`src/rtl/noc_pkt_arbiter.sv`:
```
// noc_pkt_arbiter: round-robin arbiter that moves whole packets from four
// byte-wide sources onto one shared NoC byte bus. A grant is held until the
// source flags its last byte or the per-grant byte limit forces termination.
// After each packet the bus rests for IDLE_GAP cycles before the next grant.
module noc_pkt_arbiter #(
    parameter int IDLE_GAP = 1,
    parameter int MAX_PKT  = 64
) (
    input  logic        clk,
    input  logic        reset,
    input  logic [3:0]  req,
    input  logic [31:0] src_data,
    input  logic [3:0]  src_ctl,
    input  logic [3:0]  src_last,
    output logic [3:0]  pop,
    output logic [3:0]  grant,
    output logic        noc_from_dev_ctl,
    output logic [7:0]  noc_from_dev_data,
    output logic        busy,
    output logic        err_trunc
);

    typedef enum logic [1:0] {
        ST_IDLE = 2'd0,
        ST_XFER = 2'd1,
        ST_GAP  = 2'd2
    } state_t;

    state_t      r_state;
    logic [3:0]  r_grant;
    logic        r_ctl;
    logic [7:0]  r_data;
    logic        r_err;
    logic [7:0]  r_byte_cnt;
    logic [3:0]  r_gap_cnt;
    logic [1:0]  r_last_ptr;

    logic [1:0]  w_winner;
    logic [1:0]  w_gidx;
    logic [7:0]  w_sel_data;
    logic        w_sel_ctl;
    logic        w_sel_last;
    logic        w_at_max;
    logic        w_end;

    // First requester found searching upward (mod 4) from last+1; the
    // previous owner itself is checked last so it has the lowest priority.
    function automatic logic [1:0] rr_pick(input logic [3:0] req_v, input logic [1:0] last);
        logic [1:0] pick;
        logic [1:0] idx;
        pick = last;
        for (int i = 4; i >= 1; i--) begin
            idx = last + 2'(i);
            if (req_v[idx]) begin
                pick = idx;
            end else begin
                pick = pick;
            end
        end
        return pick;
    endfunction

    // One-hot grant to source index; zero grant maps to 0 and is never used.
    function automatic logic [1:0] oh_to_idx(input logic [3:0] oh);
        logic [1:0] idx;
        case (oh)
            4'b0010: idx = 2'd1;
            4'b0100: idx = 2'd2;
            4'b1000: idx = 2'd3;
            default: idx = 2'd0;
        endcase
        return idx;
    endfunction

    // Winner selection and multiplexing of the granted source lane.
    always_comb begin
        w_winner   = rr_pick(req, r_last_ptr);
        w_gidx     = oh_to_idx(r_grant);
        w_sel_data = src_data[{w_gidx, 3'b000} +: 8];
        w_sel_ctl  = src_ctl[w_gidx];
        w_sel_last = src_last[w_gidx];
        w_at_max   = ((r_byte_cnt + 8'd1) == 8'(MAX_PKT));
        w_end      = w_sel_last | w_at_max;
    end

    // Pops follow the grant only while transferring; busy covers XFER and GAP.
    always_comb begin
        if (r_state == ST_XFER) begin
            pop = r_grant;
        end else begin
            pop = 4'b0000;
        end
        if (r_state != ST_IDLE) begin
            busy = 1'b1;
        end else begin
            busy = 1'b0;
        end
    end

    assign grant             = r_grant;
    assign noc_from_dev_ctl  = r_ctl;
    assign noc_from_dev_data = r_data;
    assign err_trunc         = r_err;

    // Arbitration FSM with registered bus, grant and truncation-error outputs.
    always_ff @(posedge clk) begin
        if (reset) begin
            r_state    <= ST_IDLE;
            r_grant    <= 4'b0000;
            r_ctl      <= 1'b1;
            r_data     <= 8'h00;
            r_err      <= 1'b0;
            r_byte_cnt <= 8'd0;
            r_gap_cnt  <= 4'd0;
            r_last_ptr <= 2'd3;
        end else begin
            case (r_state)
                ST_IDLE: begin
                    r_ctl  <= 1'b1;
                    r_data <= 8'h00;
                    r_err  <= 1'b0;
                    if (req != 4'b0000) begin
                        r_grant    <= 4'b0001 << w_winner;
                        r_byte_cnt <= 8'd0;
                        r_state    <= ST_XFER;
                    end else begin
                        r_grant <= 4'b0000;
                    end
                end
                ST_XFER: begin
                    r_ctl      <= w_sel_ctl;
                    r_data     <= w_sel_data;
                    r_byte_cnt <= r_byte_cnt + 8'd1;
                    // A genuine last byte at the limit is a normal end.
                    r_err      <= w_at_max & ~w_sel_last;
                    if (w_end) begin
                        r_grant    <= 4'b0000;
                        r_last_ptr <= w_gidx;
                        if (IDLE_GAP > 0) begin
                            r_state   <= ST_GAP;
                            r_gap_cnt <= 4'(IDLE_GAP);
                        end else begin
                            r_state <= ST_IDLE;
                        end
                    end else begin
                        r_state <= ST_XFER;
                    end
                end
                ST_GAP: begin
                    r_ctl  <= 1'b1;
                    r_data <= 8'h00;
                    r_err  <= 1'b0;
                    if (r_gap_cnt <= 4'd1) begin
                        r_state   <= ST_IDLE;
                        r_gap_cnt <= 4'd0;
                    end else begin
                        r_gap_cnt <= r_gap_cnt - 4'd1;
                    end
                end
                default: begin
                    r_state <= ST_IDLE;
                    r_grant <= 4'b0000;
                    r_ctl   <= 1'b1;
                    r_data  <= 8'h00;
                    r_err   <= 1'b0;
                end
            endcase
        end
    end

endmodule

```
`config.mk`:
```
export PLATFORM = sky130hd
export DESIGN_NAME = noc_pkt_arbiter
export DESIGN_NICKNAME = d
export VERILOG_FILES = /design/src/rtl/noc_pkt_arbiter.sv
export SDC_FILE = /design/constraint.sdc
export NUM_CORES = 1
export LEC_CHECK = 0
export ABC_AREA = 1
export ABC_CLOCK_PERIOD_IN_PS = 1700
export CORE_MARGIN = 5
export CORE_UTILIZATION = 40
export DETAILED_ROUTE_END_ITERATION = 10
export GPL_ROUTABILITY_DRIVEN = 0
export GPL_TIMING_DRIVEN = 1
export PLACE_DENSITY = 0.73
export SYNTH_ARGS = -nofsm -noshare
export SYNTH_HDL_FRONTEND = slang
export SYNTH_SLANG_ARGS = --single-unit
export TNS_END_PERCENT = 1
```
`constraint.sdc`:
```
create_clock -name clk -period 1.7 [get_ports clk]
set_input_delay 0.51 -clock clk [delete_from_list [all_inputs] [get_ports clk]]
set_output_delay 0.51 -clock clk [all_outputs]
set_load 0.01 [all_outputs]
```
Word level (Yosys, flattened, before mapping) --
Index checks and enable logic that the tools add are counted.
Storage, ports and cells: bits of input ports 46, output and inout bits 19, word-level logic and storage cells 73, register bits after elaboration 30
Operators by class: magnitude comparators 5, reductions and logical operators 11, equality and inequality tests 9, mux-type cells 28, shifts and indexed selects 2, bitwise gates (word level) 5, $add $sub $neg 5
Operators with widths (count):
- indexed part select 32 x 6 -> 8 bit | 1
- two-way mux 4 bit | 5
- case mux 8 bit (2 select lines) | 1
- less-than comparator 2 x 3 -> 1 bit (second input constant) | 4
- two-way mux 2 bit | 6
- case mux 2 bit (3 select lines) | 2
- case mux 4 bit (3 select lines) | 1
- binary-select mux 1 bit (select 2 bit) | 5
- AND reduction 2 bit | 5
- adder 8 x 1 -> 8 bit (second input constant) | 1
- equality test 8 x 7 -> 1 bit (second input constant) | 1
- two-way mux 8 bit | 1
- case mux 4 bit (2 select lines) | 1
- two-way mux 1 bit | 6
- inequality test 2 bit (second input constant) | 3
- nonzero test 2 bit | 3
- adder 2 bit (second input constant) | 2
- equality test 4 x 2 -> 1 bit (second input constant) | 1
- equality test 4 x 3 -> 1 bit (second input constant) | 1
- equality test 4 bit (second input constant) | 1
- less-or-equal comparator 4 x 1 -> 1 bit (second input constant) | 1
- nonzero test 4 bit | 1
- left shift 1 x 2 -> 4 bit (first input constant) | 1
- subtractor 4 x 1 -> 4 bit (second input constant) | 1
- other kinds (8) | 10

Logic depth before layout (Yosys ltp) --
Gate-level depths: netlist of the first run.
word-level depth 9, gate-level depth with buffers 13, mapped depth without buffers 12

Worst setup path before layout of the first run --
No wires, ideal clock.
path kind reg2reg, from register r_gap_cnt[0], to register r_gap_cnt[3], data arrival time 1.362 ns, stages on the path, launching flop included 7, path buffers 0, clock period less this slack 1.434 ns, setup time 0.072 ns, slack 0.266 ns, data required time 1.628 ns, cells stage by stage dfxtp_1 > inv_1 > ha_1 > o21ai_0 > nand2_1 > or2_2 > a21oi_1
Between the ends: cells in the longest elaborated chain, start to end 3, elaborated cells between the ends (all ways) 4, classes of those cells add/sub (1); order compare (1); mux (2)
Ends and longest elaborated chain:
- start: declaration | RTL line 35 | logic [3:0] r_gap_cnt;
- start signal: assignment | RTL line 141 | r_gap_cnt <= 4'(IDLE_GAP);
- start signal: assignment | RTL line 157 | r_gap_cnt <= r_gap_cnt - 4'd1;
- subtractor 4 x 1 -> 4 bit or less-or-equal comparator 4 x 1 -> 1 bit (tied branches) | RTL line 157, 153
- two-way mux 4 bit * | RTL line 153 | if (r_gap_cnt <= 4'd1) begin
- case mux 4 bit (2 select lines) * | RTL line 117 | case (r_state)
Mark *: on every way between the ends. The rest lies on a longest branch, timed or not. A chain may end at the register's enable or synchronous reset.

Worst setup path in the final report of the first run --
from register r_data[6], in the netlist noc_from_dev_data[6], to output port noc_from_dev_data[6]
RTL lines:
- start: declaration | RTL line 32 | logic [7:0] r_data;
- start signal: assignment | RTL line 132 | r_data <= w_sel_data;
- end: declaration | RTL line 18 | output logic [7:0] noc_from_dev_data,
No word-level cell between the ends.

==> results.cfg, run 1 <==
[worst_setup_path]
cp-start-kind = flip-flop
critPathArrivalTime_ns = 1.14
worst_ep_required_time_ns = 1.19
r2r-start = r_byte_cnt[1]
cp_slowest_cell = clkdlybuf4s50_1
cpPeakStageDelay_ns = 0.55
crit_path_max_fanout = 1
cp_top_family = buffers and inverters
crit_start = noc_from_dev_data[6]
path_buf_inv = 1
cp-end-kind = output port
crit_chain = clkdlybuf4s50_1
path_class = reg2out

[sta]
period_needed_ns = 1.65
fin_crit_sh_pct = 97.1
fin_skew_ns = 0.00619
setup_violations = 0
finalHoldViolations = 0
drv_slew = 0
rsz0062_at_grt = yes
slew_headroom_pct = 74.7
fmax_mhz = 606
worstMarginPinSlew_ns = 0.378
whs_ns = 0.494
fin_tns_setup_ns = 0

[outcome]
status = finished clean

[cells_and_area]
n_fill_cell = 408
synthToLayoutAreaGrowth_pct = 52.3
final_cell_area_um2 = 2770
multi_input_area_um2 = 1060
seqCellArea_um2 = 604
drive_gt1_share_pct = 20.5
final_nets = 400
antenna_cells = 0
postLayoutCoreUtil_pct = 63.2

[drt]
drc_errors = 0
drtAntennaViolNets = 0
wl_met3_um = 397
met2_length_um = 2300
drt_iter0_drc = 60
wl_per_cell_um = 11.8
via_per_inst = 4.90
dr.pass1.iters = 4
top_layer = met4
vias = 1973
wl_met1_um = 1930
wl_um = 4750

[floorplanning]
core_um2 = 4380
dieHeight_um = 77.5
rows = 24
die_area_um2 = 6000
die_w_um = 77.5
boundaryPins = 65
start_util_pct = 41.5

[placement]
port_buffers = 64
dpl_cell_area_um2 = 2660
dp_hpwl_um = 3900

[grt]
grt_max_degree = 18
grt_pass1_wl_um = 8290
gr-usage-all-layers_pct = 16.5
antenna_found_initial = 0
grt_pass1_vias = 1995
gr-total-overflow = 0

[synth]
synth_area_um2 = 1820
synth_cell_types = 32
yosysWarnings = 0
ys_ff_latch = 30
syn_inst = 266
avgSynthCellArea_um2 = 6.84
ys_seq_area_share_pct = 33.0
syn_nets = 315

[worst_hold_path]
holdCritPathClass = reg2reg
min-delay-start = r_byte_cnt[7]

[clock_network]
cts_sinks = 30
tritoncts = done
clock_latency_ns = 0.28
cts_buffers = 5
clockBufferDepth = 2
htree_levels = 2
clock-root-buffer = clkbuf_8
path_clk_slew_ns = 0.06
holdBufCountCts = 0

[pwr]
swShare_pct = 41.7
power_density_nw_per_um2 = 1560
p_sw_uw = 1810
ir_drop_mv = 0.819
power_leakage_uw = 0.00122
seq_power_share_pct = 23.4
internal_power_uw = 2530
p_comb_share_pct = 60.0
p_clk_share_pct = 16.6

[job]
drv_cap = 0
[worst paths after layout]
path	to	slack, ns	cells past startpoint
setup reg to reg	r_last_ptr[0]	0.13	10
hold reg to reg	r_byte_cnt[7]	0.49	2
hold / removal	r_byte_cnt[7]	0.49	2
setup / recovery	noc_from_dev_data[6]	0.05	1
[cell type report]
cell class	count	area share [%]
tap	52	2.35
clock inverter	1	1.08
clock buffer	6	2.98
multi-input combinational	195	38.3
sequential	30	21.8
inverter	33	4.56
timing repair buffer	86	29.0
[metrics by stage]
stage | total power, µW | setup slack (ns) | instances
after floorplan | 2740 | 0.266 | 266
after global placement | 3600 | -0.229 | 396
after detailed placement | 3660 | -0.295 | 396
after CTS | 4380 | 0.00839 | 403
after global routing | 4780 | -0.0419 | 403
final | 4340 | 0.0485 | 403
[cell families after synthesis]
family                     after synthesis  share of synthesized area (%)
adders and majority gates                3                           2.06
and+or+nand+nor                        119                           30.7
DFF                                     30                           33.0
buffers and inverters                   41                           9.55
xor gates and xnor gates                 5                           2.41
AOI/OAI and AO/OA                       68                           22.3
[layout by cell type, fill, tap and decap left out, types with 2 or more instances in the layout]
cell              n
a21oi_1          18
a21oi_2           4
a32o_1            3
buf_2             4
buf_4            20
clkbuf_8          6
clkdlybuf4s50_1  52
dfxtp_1          27
dfxtp_2           3
dlygate4sd2_1     5
dlymetal6s2s_1    3
ha_1              2
inv_1            24
inv_2             7
nand2_1          40
nand2_2           7
nand3_1          23
nand3_2           5
nand4_1           3
nor2_1           32
nor2_2            4
o211ai_1          3
o21ai_0          21
o21ai_1           6
o21ai_2           2
o21bai_1          9
or2_2             2
xnor2_1           2
xor2_1            3
[cell usage after synthesis, drive strengths merged]
cell type | n | share of area (%)
a21oi | 22 | 6.9
a22oi | 1 | 0.41
a31o | 1 | 0.48
a32o | 3 | 1.6
buf | 7 | 2.4
clkbuf | 1 | 0.21
clkinv | 1 | 0.21
dfxtp | 30 | 33
ha | 3 | 2.1
inv | 32 | 6.7
nand2 | 48 | 11
nand3 | 28 | 9.1
nand4 | 3 | 1.0
nor2 | 37 | 8.5
nor3 | 1 | 0.27
o211ai | 3 | 1.2
o21ai | 29 | 8.0
o21bai | 9 | 3.7
or2 | 2 | 0.69
xnor2 | 2 | 0.96
xor2 | 3 | 1.4
[flip-flops by register name, indices dropped and copies added (netlist names)]
register and flops:
noc_from_dev_data 8, r_state 2, r_last_ptr 2, grant 4, err_trunc 1, noc_from_dev_ctl 1, r_byte_cnt 8, r_gap_cnt 4
[what timing repair did]
action	CTS	global route
setup endpoints to repair	10	17
pin swaps	0	7
gates resized for setup	19	18
buffers inserted	0	0
[metal layers]
layer | vias up | GRT usage (%)
met4 | 0 | 6.70
li1 | 1050 | -
met2 | 53 | 28.6
met3 | 13 | 6.83
met5 | - | 0
met1 | 857 | 17.8
[power by group through the flow]
stage               logic, µW  registers, µW  clock network [µW]
floorplan                1700           1040                   0
global route             2950           1040                 784
global placement         2590           1010                   0
detailed placement       2640           1020                   0
CTS                      2620           1010                 743
finish                   2600           1010                 718
Power figures use the tool's default switching activity.
==> run 2: changes to the inputs <==
ABC_CLOCK_PERIOD_IN_PS = 2100   (was 1700)
clock period = 2.1 ns   (was 1.7 ns; I/O delays follow)
==> results.cfg, run 2 (synthesis gave the netlist of run 1 again) <==
[sta]
finalHoldViolations = 0
whs_ns = 0.500
fin_skew_ns = 0.00986
period_needed_ns = 2.00
worstMarginPinSlew_ns = 0.353
setup_violations = 0
fmax_mhz = 500
slew_headroom_pct = 76.4
fin_tns_setup_ns = 0
fin_crit_sh_pct = 95.1
drv_slew = 0
fin_ws_ns = 0.102
rsz0062_at_grt = no

[clock_network]
cts_sinks = 30
tritoncts = done
clock-root-buffer = clkbuf_8
path_clk_slew_ns = 0.07
holdBufCountCts = 0
post-cts-setup-buffers = 0
cts_buffers = 5
htree_levels = 2
clock_latency_ns = 0.29
cts-resized-gates = 4
clockBufferDepth = 2

[worst_setup_path]
r2r_slack_ns = 0.26
cp-start-kind = flip-flop
critPathArrivalTime_ns = 1.37
crit_chain = inv_1 > nand2_1 > clkdlybuf4s50_1
path_class = reg2out
r2r-start = grant[3]
worst_ep_required_time_ns = 1.47
cp_slowest_cell = clkdlybuf4s50_1
crit_path_max_fanout = 4
reg2reg_depth = 11
cpPeakStageDelay_ns = 0.53
path_buf_inv = 2
r2r_end = grant[0]
cp-end-kind = output port
crit_start = r_state[1]
cp_top_family = buffers and inverters

[grt]
gr-total-overflow = 0
grt_pass1_vias = 1746
gr-usage-all-layers_pct = 15.9
antenna_found_initial = 0
grt_pass1_wl_um = 7780
grt_max_degree = 21

[cells_and_area]
antenna_cells = 0
final_cell_mix = 60 x clkdlybuf4s50_1, 41 x nand2_1, 33 x nor2_1, 30 x dfxtp_1, 27 x inv_1
final_cell_area_um2 = 2640
finalNonFillerCells = 389
synthToLayoutAreaGrowth_pct = 44.7
mostFrequentLayoutCell = clkdlybuf4s50_1
final_nets = 385
drive_gt1_share_pct = 12.8

[placement]
place_ws_ns = -0.00335
dpl.cell_count = 381
dp_hpwl_um = 3680
port_buffers = 64
dpl_cell_area_um2 = 2530

[worst_hold_path]
min-delay-start = r_byte_cnt[7]
holdCritPathClass = reg2reg
min_path_cells = 2
hold_path_end = r_byte_cnt[7]

[floorplanning]
core_um2 = 4380
boundaryPins = 65
die_area_um2 = 6000
rows = 24
start_util_pct = 41.5
die_w_um = 77.5
dieHeight_um = 77.5

[drt]
vias = 1912
drtAntennaViolNets = 0
drc_errors = 0
wl_um = 4640
wl_per_cell_um = 11.9
via_per_inst = 4.92
dr.pass1.iters = 4
drt_iter0_drc = 64

[job]
drv_cap = 0

[pwr]
power_leakage_uw = 0.00111
power_density_nw_per_um2 = 1260
ir_drop_mv = 0.619

[outcome]
status = finished clean
-- run 2: cell types whose count changed in the layout (fill, tap and decap cells not counted), moves of 3 or more --
cell,before,now
clkdlybuf4s50_1,52,60
buf_4,20,7
dfxtp_1,27,30
buf_2,4,0
dfxtp_2,3,0
inv_2,7,4
inv_1,24,27
dlymetal6s2s_1,3,0
-- run 2: area by class of cell --
| type | instances | area (µm²) |
|---|---|---|
| Fill cell | 425 | 1750 |
| Multi-Input combinational cell | 195 | 1050 |
| Timing Repair Buffer | 71 | 688 |
| Sequential cell | 30 | 601 |
| Inverter | 33 | 126 |
| Clock buffer | 5 | 68.8 |
| Tap cell | 52 | 65.1 |
| Clock inverter | 3 | 40.0 |
-- run 2: how the worst max path moves through the flow --
stage | endpoint | cells after the start | slack, ns
2_1_floorplan | pop[0] | 4 | 0.62
3_3_place_gp | grant[3] | 11 | 0.05
3_5_place_dp | grant[2] | 11 | -0.003
4_1_cts | busy | 3 | 0.09
5_1_grt | pop[3] | 5 | 0.02
6_report | busy | 3 | 0.10
-- run 2: power by group --
group	internal, µW	switching [µW]	leakage [µW]
logic	827	1090	0.000803
clock network	349	222	0.0000579
registers	708	127	0.000244
-- run 2: tightest hold or removal path, delay by kind of cell, from the launching register on --
family             cells  cell delay (ns)
DFF                    1             0.33
and+or+nand+nor        1             0.08
AOI/OAI and AO/OA      1             0.05
-- run 2: through the flow --
| step | util, % | power (µW) |
|---|---|---|
| finish | 60.1 | 3320 |
| global route | 60.1 | 3650 |
| CTS | 60.1 | 3360 |
| detailed placement | 57.7 | 2780 |
| global placement | 57.7 | 2750 |
| floorplan | - | 2220 |
-- run 2: routing by layer --
metal / vias to the layer above / global-route usage [%] / routed length [µm]
met5: - / 0 / 0
met4: 0 / 5.67 / 75
met3: 6 / 7.87 / 465
met2: 53 / 26.0 / 2220
met1: 833 / 18.0 / 1880
li1: 1020 / - / -
